<file path="src/rtl/shift_seq.sv">
// Multi-cycle barrel-less shifter: shifts a 64-bit operand STEP bits per cycle
// through IDLE/SHIFT/DONE with a valid/ready result handshake. Define SHIFT_SEQ_ROR_EN to enable op=11 (ROR).
module shift_seq #(
  parameter int STEP = 4
) (
  input  logic        clk,
  input  logic        nreset,
  input  logic [31:0] ibus,
  input  logic [1:0]  op,
  input  logic [63:0] din,
  input  logic        req_valid,
  output logic        req_ready,
  input  logic        flush,
  output logic [63:0] dout,
  output logic        out_valid,
  input  logic        out_ready,
  output logic        err,
  output logic        busy
);

  if (!(STEP == 1 || STEP == 2 || STEP == 4 || STEP == 8 || STEP == 16)) begin : g_bad_step
    $error("shift_seq: STEP must be 1, 2, 4, 8 or 16");
  end

  typedef enum logic [1:0] {S_IDLE, S_SHIFT, S_DONE} state_t;
  typedef enum logic [1:0] {OP_LSL = 2'b00, OP_LSR = 2'b01, OP_ASR = 2'b10, OP_ROR = 2'b11} shift_op_t;

  localparam logic [5:0] STEP6 = 6'(STEP);

  state_t      state_q, state_d;
  shift_op_t   op_q, op_d;
  logic [63:0] work_q, work_d;
  logic [5:0]  rem_q, rem_d;
  logic        err_q, err_d;

  logic [5:0]  step_k;
  logic [63:0] stepped;
  logic        unsupported;
  logic        ibus_unused;

  // Only the shift-amount field of the instruction word is decoded here.
  assign ibus_unused = ^{ibus[31:16], ibus[9:0]};

`ifdef SHIFT_SEQ_ROR_EN
  assign unsupported = 1'b0;
`else
  assign unsupported = (shift_op_t'(op) == OP_ROR);
`endif

  assign step_k = (rem_q < STEP6) ? rem_q : STEP6;

  // One partial shift of the working register; ASR keeps bit 63 so the fill
  // always matches the original operand's sign.
  always_comb begin
    stepped = work_q;
    unique case (op_q)
      OP_LSL: stepped = work_q << step_k;
      OP_LSR: stepped = work_q >> step_k;
      OP_ASR: stepped = 64'($signed(work_q) >>> step_k);
      OP_ROR: begin
`ifdef SHIFT_SEQ_ROR_EN
        stepped = (work_q >> step_k) | (work_q << (7'd64 - {1'b0, step_k}));
`else
        stepped = work_q;
`endif
      end
      default: stepped = work_q;
    endcase
  end

  always_comb begin
    // NOTE: every variable gets a default first so no path leaves it unassigned and infers a latch.
    state_d = state_q;
    op_d    = op_q;
    work_d  = work_q;
    rem_d   = rem_q;
    err_d   = err_q;
    if (flush) begin
      state_d = S_IDLE;
    end else begin
      unique case (state_q)
        S_IDLE: begin
          if (req_valid) begin
            work_d = din;
            op_d   = shift_op_t'(op);
            rem_d  = ibus[15:10];
            err_d  = unsupported;
            if (unsupported || ibus[15:10] == 6'd0) begin
              rem_d   = 6'd0;
              state_d = S_DONE;
            end else begin
              state_d = S_SHIFT;
            end
          end
        end
        S_SHIFT: begin
          work_d = stepped;
          rem_d  = rem_q - step_k;
          if (rem_q == step_k) state_d = S_DONE;
        end
        S_DONE: begin
          if (out_ready) state_d = S_IDLE;
        end
        default: state_d = S_IDLE;
      endcase
    end
  end

  always_ff @(posedge clk or negedge nreset) begin
    // NOTE: datapath registers are reset too, because dout and err have defined reset values.
    if (!nreset) begin
      state_q <= S_IDLE;
      op_q    <= OP_LSL;
      work_q  <= 64'h0;
      rem_q   <= 6'd0;
      err_q   <= 1'b0;
    end else begin
      // NOTE: non-blocking assignments so every register sees pre-edge values.
      state_q <= state_d;
      op_q    <= op_d;
      work_q  <= work_d;
      rem_q   <= rem_d;
      err_q   <= err_d;
    end
  end

  assign req_ready = (state_q == S_IDLE);
  assign out_valid = (state_q == S_DONE);
  assign busy      = (state_q != S_IDLE);
  assign dout      = work_q;
  assign err       = err_q;

endmodule

</file>
<file path="config.mk">
export PLATFORM = sky130hd
export DESIGN_NAME = shift_seq
export DESIGN_NICKNAME = d
export VERILOG_FILES = /design/src/rtl/shift_seq.sv
export SDC_FILE = /design/constraint.sdc
export NUM_CORES = 1
export LEC_CHECK = 0
export ABC_CLOCK_PERIOD_IN_PS = 4000
export CORE_MARGIN = 8
export CORE_UTILIZATION = 40
export DETAILED_ROUTE_END_ITERATION = 7
export DONT_BUFFER_PORTS = 1
export PLACE_DENSITY_LB_ADDON = 0.25
export SLEW_MARGIN = 5
export SYNTH_ARGS = -nofsm -noshare
export SYNTH_HDL_FRONTEND = slang
export SYNTH_SLANG_ARGS = --single-unit
</file>
<file path="constraint.sdc">
create_clock -name clk -period 4 [get_ports clk]
set_input_delay 0.4 -clock clk [delete_from_list [all_inputs] [get_ports clk]]
set_output_delay 0.4 -clock clk [all_outputs]
set_load 0.02 [all_outputs]
</file>
# Word-level counts from Yosys, hierarchy flattened
# Cells that the tools add are included.
# totals
regBits	75
elab_cells	46
input_bits	103
out_inout_bits	68
# classes
order_cmp	1
reduce_logical	10
shifts	3
n_eq_ne	12
mux	13
add_sub_neg	1
n_bitwise	1
# op_table
op	n
$pmux 64 s3	1
$pmux 64 s2	1
$mux 64	1
$shl 64x6->64	1
$shr 64x6->64	1
$sshr 64x6->64	1
$mux 6	3
$pmux 6 s2	1
$mux 2	5
$reduce_and 3->1	3
$eq 2x2->1 const B	4
$eq 6x6->1	1
$logic_not 6->1	1
$lt 6x3->1 const B	1
$ne 3x2->1 const B	2
$pmux 2 s3	1
$sub 6x6->6	1
$eq 2x1->1 const B	2
$logic_not 2->1	2
$ne 2x2->1 const B	2
$reduce_and 4->1	1
$reduce_bool 2->1	2
$ne 3x3->1 const B	1
$logic_or 1x1->1	1
$not 1->1	1

# Depth between registers and ports, before layout
# depth
ltp_word	6
ltp_mapped	13
mapped_depth_nobuf	8

# Worst setup path after synthesis
# No wires, ideal clock.
# synth_path
kind	reg-to-reg
from	register rem_q[2]
to	register rem_q[2]
n_path_buf	5
stages_incl_launch_ff	14
required_time_ns	3.857
slack_ns	1.559
synth_period_minus_slack_ns	2.441
setup_ns	0.143
arrival_ns	2.298
cell_sequence	dfrtp_1 buf_6 or4_1 buf_6 buf_2 buf_2 clkbuf_1 nand2_1 ha_1 nor2_1 o21ai_0 o21ai_0 a22oi_1 o21ai_0
# synth_between
elab_chain_len	4
# synth_lines
element	line_no	source
start: declaration	33	logic [5:0] rem_q, rem_d;
start signal: assignment	122	rem_q <= rem_d;
$lt 6x3->1	50	assign step_k = (rem_q < STEP6) ? rem_q : STEP6;
$mux 6	50	
$sub 6x6->6 (*)	98	rem_d = rem_q - step_k;
$pmux 6 s2 (*)	81	unique case (state_q)
# Every way passes the cells marked *; elsewhere a longest branch is shown, timed or not.
# A chain may end at the register's enable or synchronous reset.

# Final worst setup path
# layout_path
from	register rem_q[4]
to	register work_q[52], in the netlist dout[52]
# layout_between
elab_chain_len	5
word_cells_on_any_way	7
cone_classes	order compare (1); shift (3); mux (3)
# layout_lines
element	line_no	source
$lt 6x3->1	50	
$mux 6 (*)	50	
$sshr 64x6->64 (tied with other cells)	59	OP_ASR: stepped = 64'($signed(work_q) >>> step_k);
$pmux 64 s3 (*)	56	unique case (op_q)
$pmux 64 s2 (*)	81	
end signal: assignment	121	work_q <= work_d;
end: declaration	32	logic [63:0] work_q, work_d;
# Marked as above.

==> results.ini <==
[outcome]
outcome=finished clean

[power_and_ir_drop]
pwr-share-seq_pct=33.9
powerDensity_mw_per_mm2=693.3
swShare_pct=54.32
comb_power_share_pct=50.1
switching_power_mw=3.335
leakagePower_nw=3.252
power.share.clock_pct=16.0
vdd_drop_max_v=0.0002902
p_int_mw=2.804

[synth]
synth_common_cells=131 x a21oi_1, 124 x nor2_1, 112 x clkbuf_1, 96 x nand2_1, 79 x o21ai_0
synth_warnings=0
synth.top_cell.area_share_pct=22.12
synthFlopType=dfrtp_1
synth_area_mm2=0.008486
ys_seq_area_share_pct=22.12
syn_inst=1144
synth.avg_cell_area_um2=7.418
yosys.cell_count.top_type=a21oi_1
ys_async_sr_fraction_pct=100.0
synth_top_area_cell=dfrtp_1
ys_types=72
synth_nets=1251
synth.area.top_cells=dfrtp_1 22%, mux4_2 8.0%, a21oi_1 7.7%
synth_edf_count=0
yosys_register_bits=75

[sta]
setup-violations-final=0
layout_min_cycle_time_ps=3213
fin_skew_ps=11.78
finalCritPeriodShare_pct=80.31
fmax_mhz=311.3
setup_tns_ps=0
worst_slack_ps=787.5
rsz0062_at_grt=no
maxSlewHeadroom_pct=27.06
hold_viol=0
tightest_slew_ps=1093
whs_ps=92.69
drv_slew=0

[worst_hold_path]
hold_path.class=primary input to flop
hold_path_depth=1
hold_end=state_q[1]$_DFFE_PN0P_
min_from=flush

[critical_path]
ff2ff_path_depth=7
timing.critical_path.buf_inv=2
crit_chain=or4_2, buf_4, nor2_8, buf_4, mux2_2, o21ai_0, a31oi_1
cp_top_family=simple AND/OR/NAND/NOR gates
cp_data_required_time_ps=4240
cp_common_cell=buf_4
startpoint_type=flop
crit_slowest_cell=or4_2
r2r_start=rem_q[4]$_DFFE_PN0P_
r2r-end=dout[52]$_DFFE_PN0P_
crit_type=flop to flop
critical_path.max_fanout=33
end_kind=flop
cpPeakStageDelay_ps=800
cp.arrival_ps=3450
r2r_slack_ps=790

[route]
drt_wl_total_mm=33.80
antenna_left=0
firstDrtPassIters=5
routed_via_density=7.051
drt_iter0_markers=1183
num_vias=9307
wl_per_cell_um=25.61
drc=0

[final_layout]
final_util_pct=42.26
synthToLayoutAreaGrowth_pct=4.350
nFillCells=2189
fin_nets=1145
fin_cells=1320
drive_gt1_share_pct=10.74
multi_input_area_mm2=0.005904
register_area_mm2=0.001879

[place]
post-dp-hpwl_mm=21.38
dp.cells=1300
gp_congestion=0.8617
pre_cts_ws_ps=803.4
portBuffers=0

[die]
core_area_mm2=0.02096
num_io_pins=171
rows=53
initial_core_util_pct=40.49
die_y_um=161.7
die_area_mm2=0.02613
chipWidth_um=161.7

[grt]
antenna_found_initial=2
grt_pass1_wl_mm=53.23
grt_pass1_vias=9104
grt_max_degree=98
grt_use_total_pct=25.18
gr-total-overflow=0

[clocking]
cts_tree=built
h-tree-depth=3
cts_sinks=75
clkTransAtPathRegs_ps=70
cts_buffers=9
root_buffer=clkbuf_16
postCtsSetupRepairBufs=0
clockBufferDepth=2
clk_latency_ps=360

[job]
maxCapViolations=0

[metal layers]
metal	GRT usage, %	up-vias	share of wire, %
met1	32.71	4528	41
met4	9.933	0	2.3
met5	0	-	0
met3	5.973	61	10
li1	-	4128	-
met2	39.74	590	47
[what timing repair did]
action | 4_1_cts | 5_1_grt
endpoints found under the hold margin | 75 | 0
hold buffers | 2 | 0
resized for setup | 0 | 0
[placed cells by master, fill, tap and decap left out, drive strengths merged, types with 4 or more instances in the layout]
cell    Yosys  layout
nor2b       6       6
and3       27      27
a211o      18      18
o311ai      5       5
clkbuf    116      13
a21oi     131     131
nor2      128     128
dfrtp      75      75
a31oi      54      54
nand2      96      96
mux2       10      10
a211oi     41      41
nor3       26      26
a311o      21      21
a221oi     22      22
ha          4       4
o31ai       6       6
o21ai      82      82
a22o       11      11
nand3      60      60
buf        37      35
a22oi       9       9
a21boi      5       5
inv        15      15
mux2i      28      28
o31a        7       7
o211ai     19      19
mux4       30      30
[power groups by stage]
stage                     sequential (mW)  clock [mW]  combinational (mW)
final                                2.08       0.980                3.08
after floorplan                      1.55           0                2.61
after detailed placement             2.08           0                2.99
after CTS                            2.06       0.992                3.02
after global routing                 2.14        1.02                3.34
after global placement               2.08           0                2.95
[through the flow]
step                      total power [mW]  instance area, um^2
after global placement               5.026                 8464
after global routing                 6.504                 8855
after detailed placement             5.066                 8464
after floorplan                      4.153                 8486
final                                6.139                 8855
after CTS                            6.077                 8850
[flip-flops by register name (all words and copies together) (netlist names)]
signal / count
dout: 64
rem_q: 6
op_q: 2
state_q: 2
err: 1
[kinds of logic (layout without fill, tap and decap cells)]
kind of cell | count (synthesis) | count (layout) | synth area share (%)
compound gates | 464 | 464 | 36.10
fa+ha+maj | 4 | 4 | 0.5898
buf+inv | 168 | 67 | 8.744
flops | 75 | 75 | 22.12
mux | 68 | 68 | 12.59
other cells | 1 | 3 | 0.04419
simple gates | 364 | 364 | 19.82
[worst max path at each step]
stage / endpoint / cells past startpoint / slack [ps] / startpoint
after floorplan: rem_q[2]$_DFFE_PN0P_ / 13 / 1560 / rem_q[2]$_DFFE_PN0P_
after global placement: dout[52]$_DFFE_PN0P_ / 7 / 830 / rem_q[2]$_DFFE_PN0P_
final: dout[52]$_DFFE_PN0P_ / 7 / 790 / rem_q[4]$_DFFE_PN0P_
after detailed placement: dout[52]$_DFFE_PN0P_ / 7 / 800 / rem_q[4]$_DFFE_PN0P_
after global routing: dout[52]$_DFFE_PN0P_ / 7 / 630 / rem_q[4]$_DFFE_PN0P_
after CTS: dout[52]$_DFFE_PN0P_ / 7 / 790 / rem_q[4]$_DFFE_PN0P_
[cell type report]
type,instances,area share (%)
inverters,15,0.6359
flip-flops and latches,75,21.22
clock buffers,13,3.165
clock inverters,3,0.7630
repair buffers,36,3.589
multi-input cells,901,66.68
well taps,275,3.886
diodes,2,0.05652
Power figures use the tool's default switching activity.
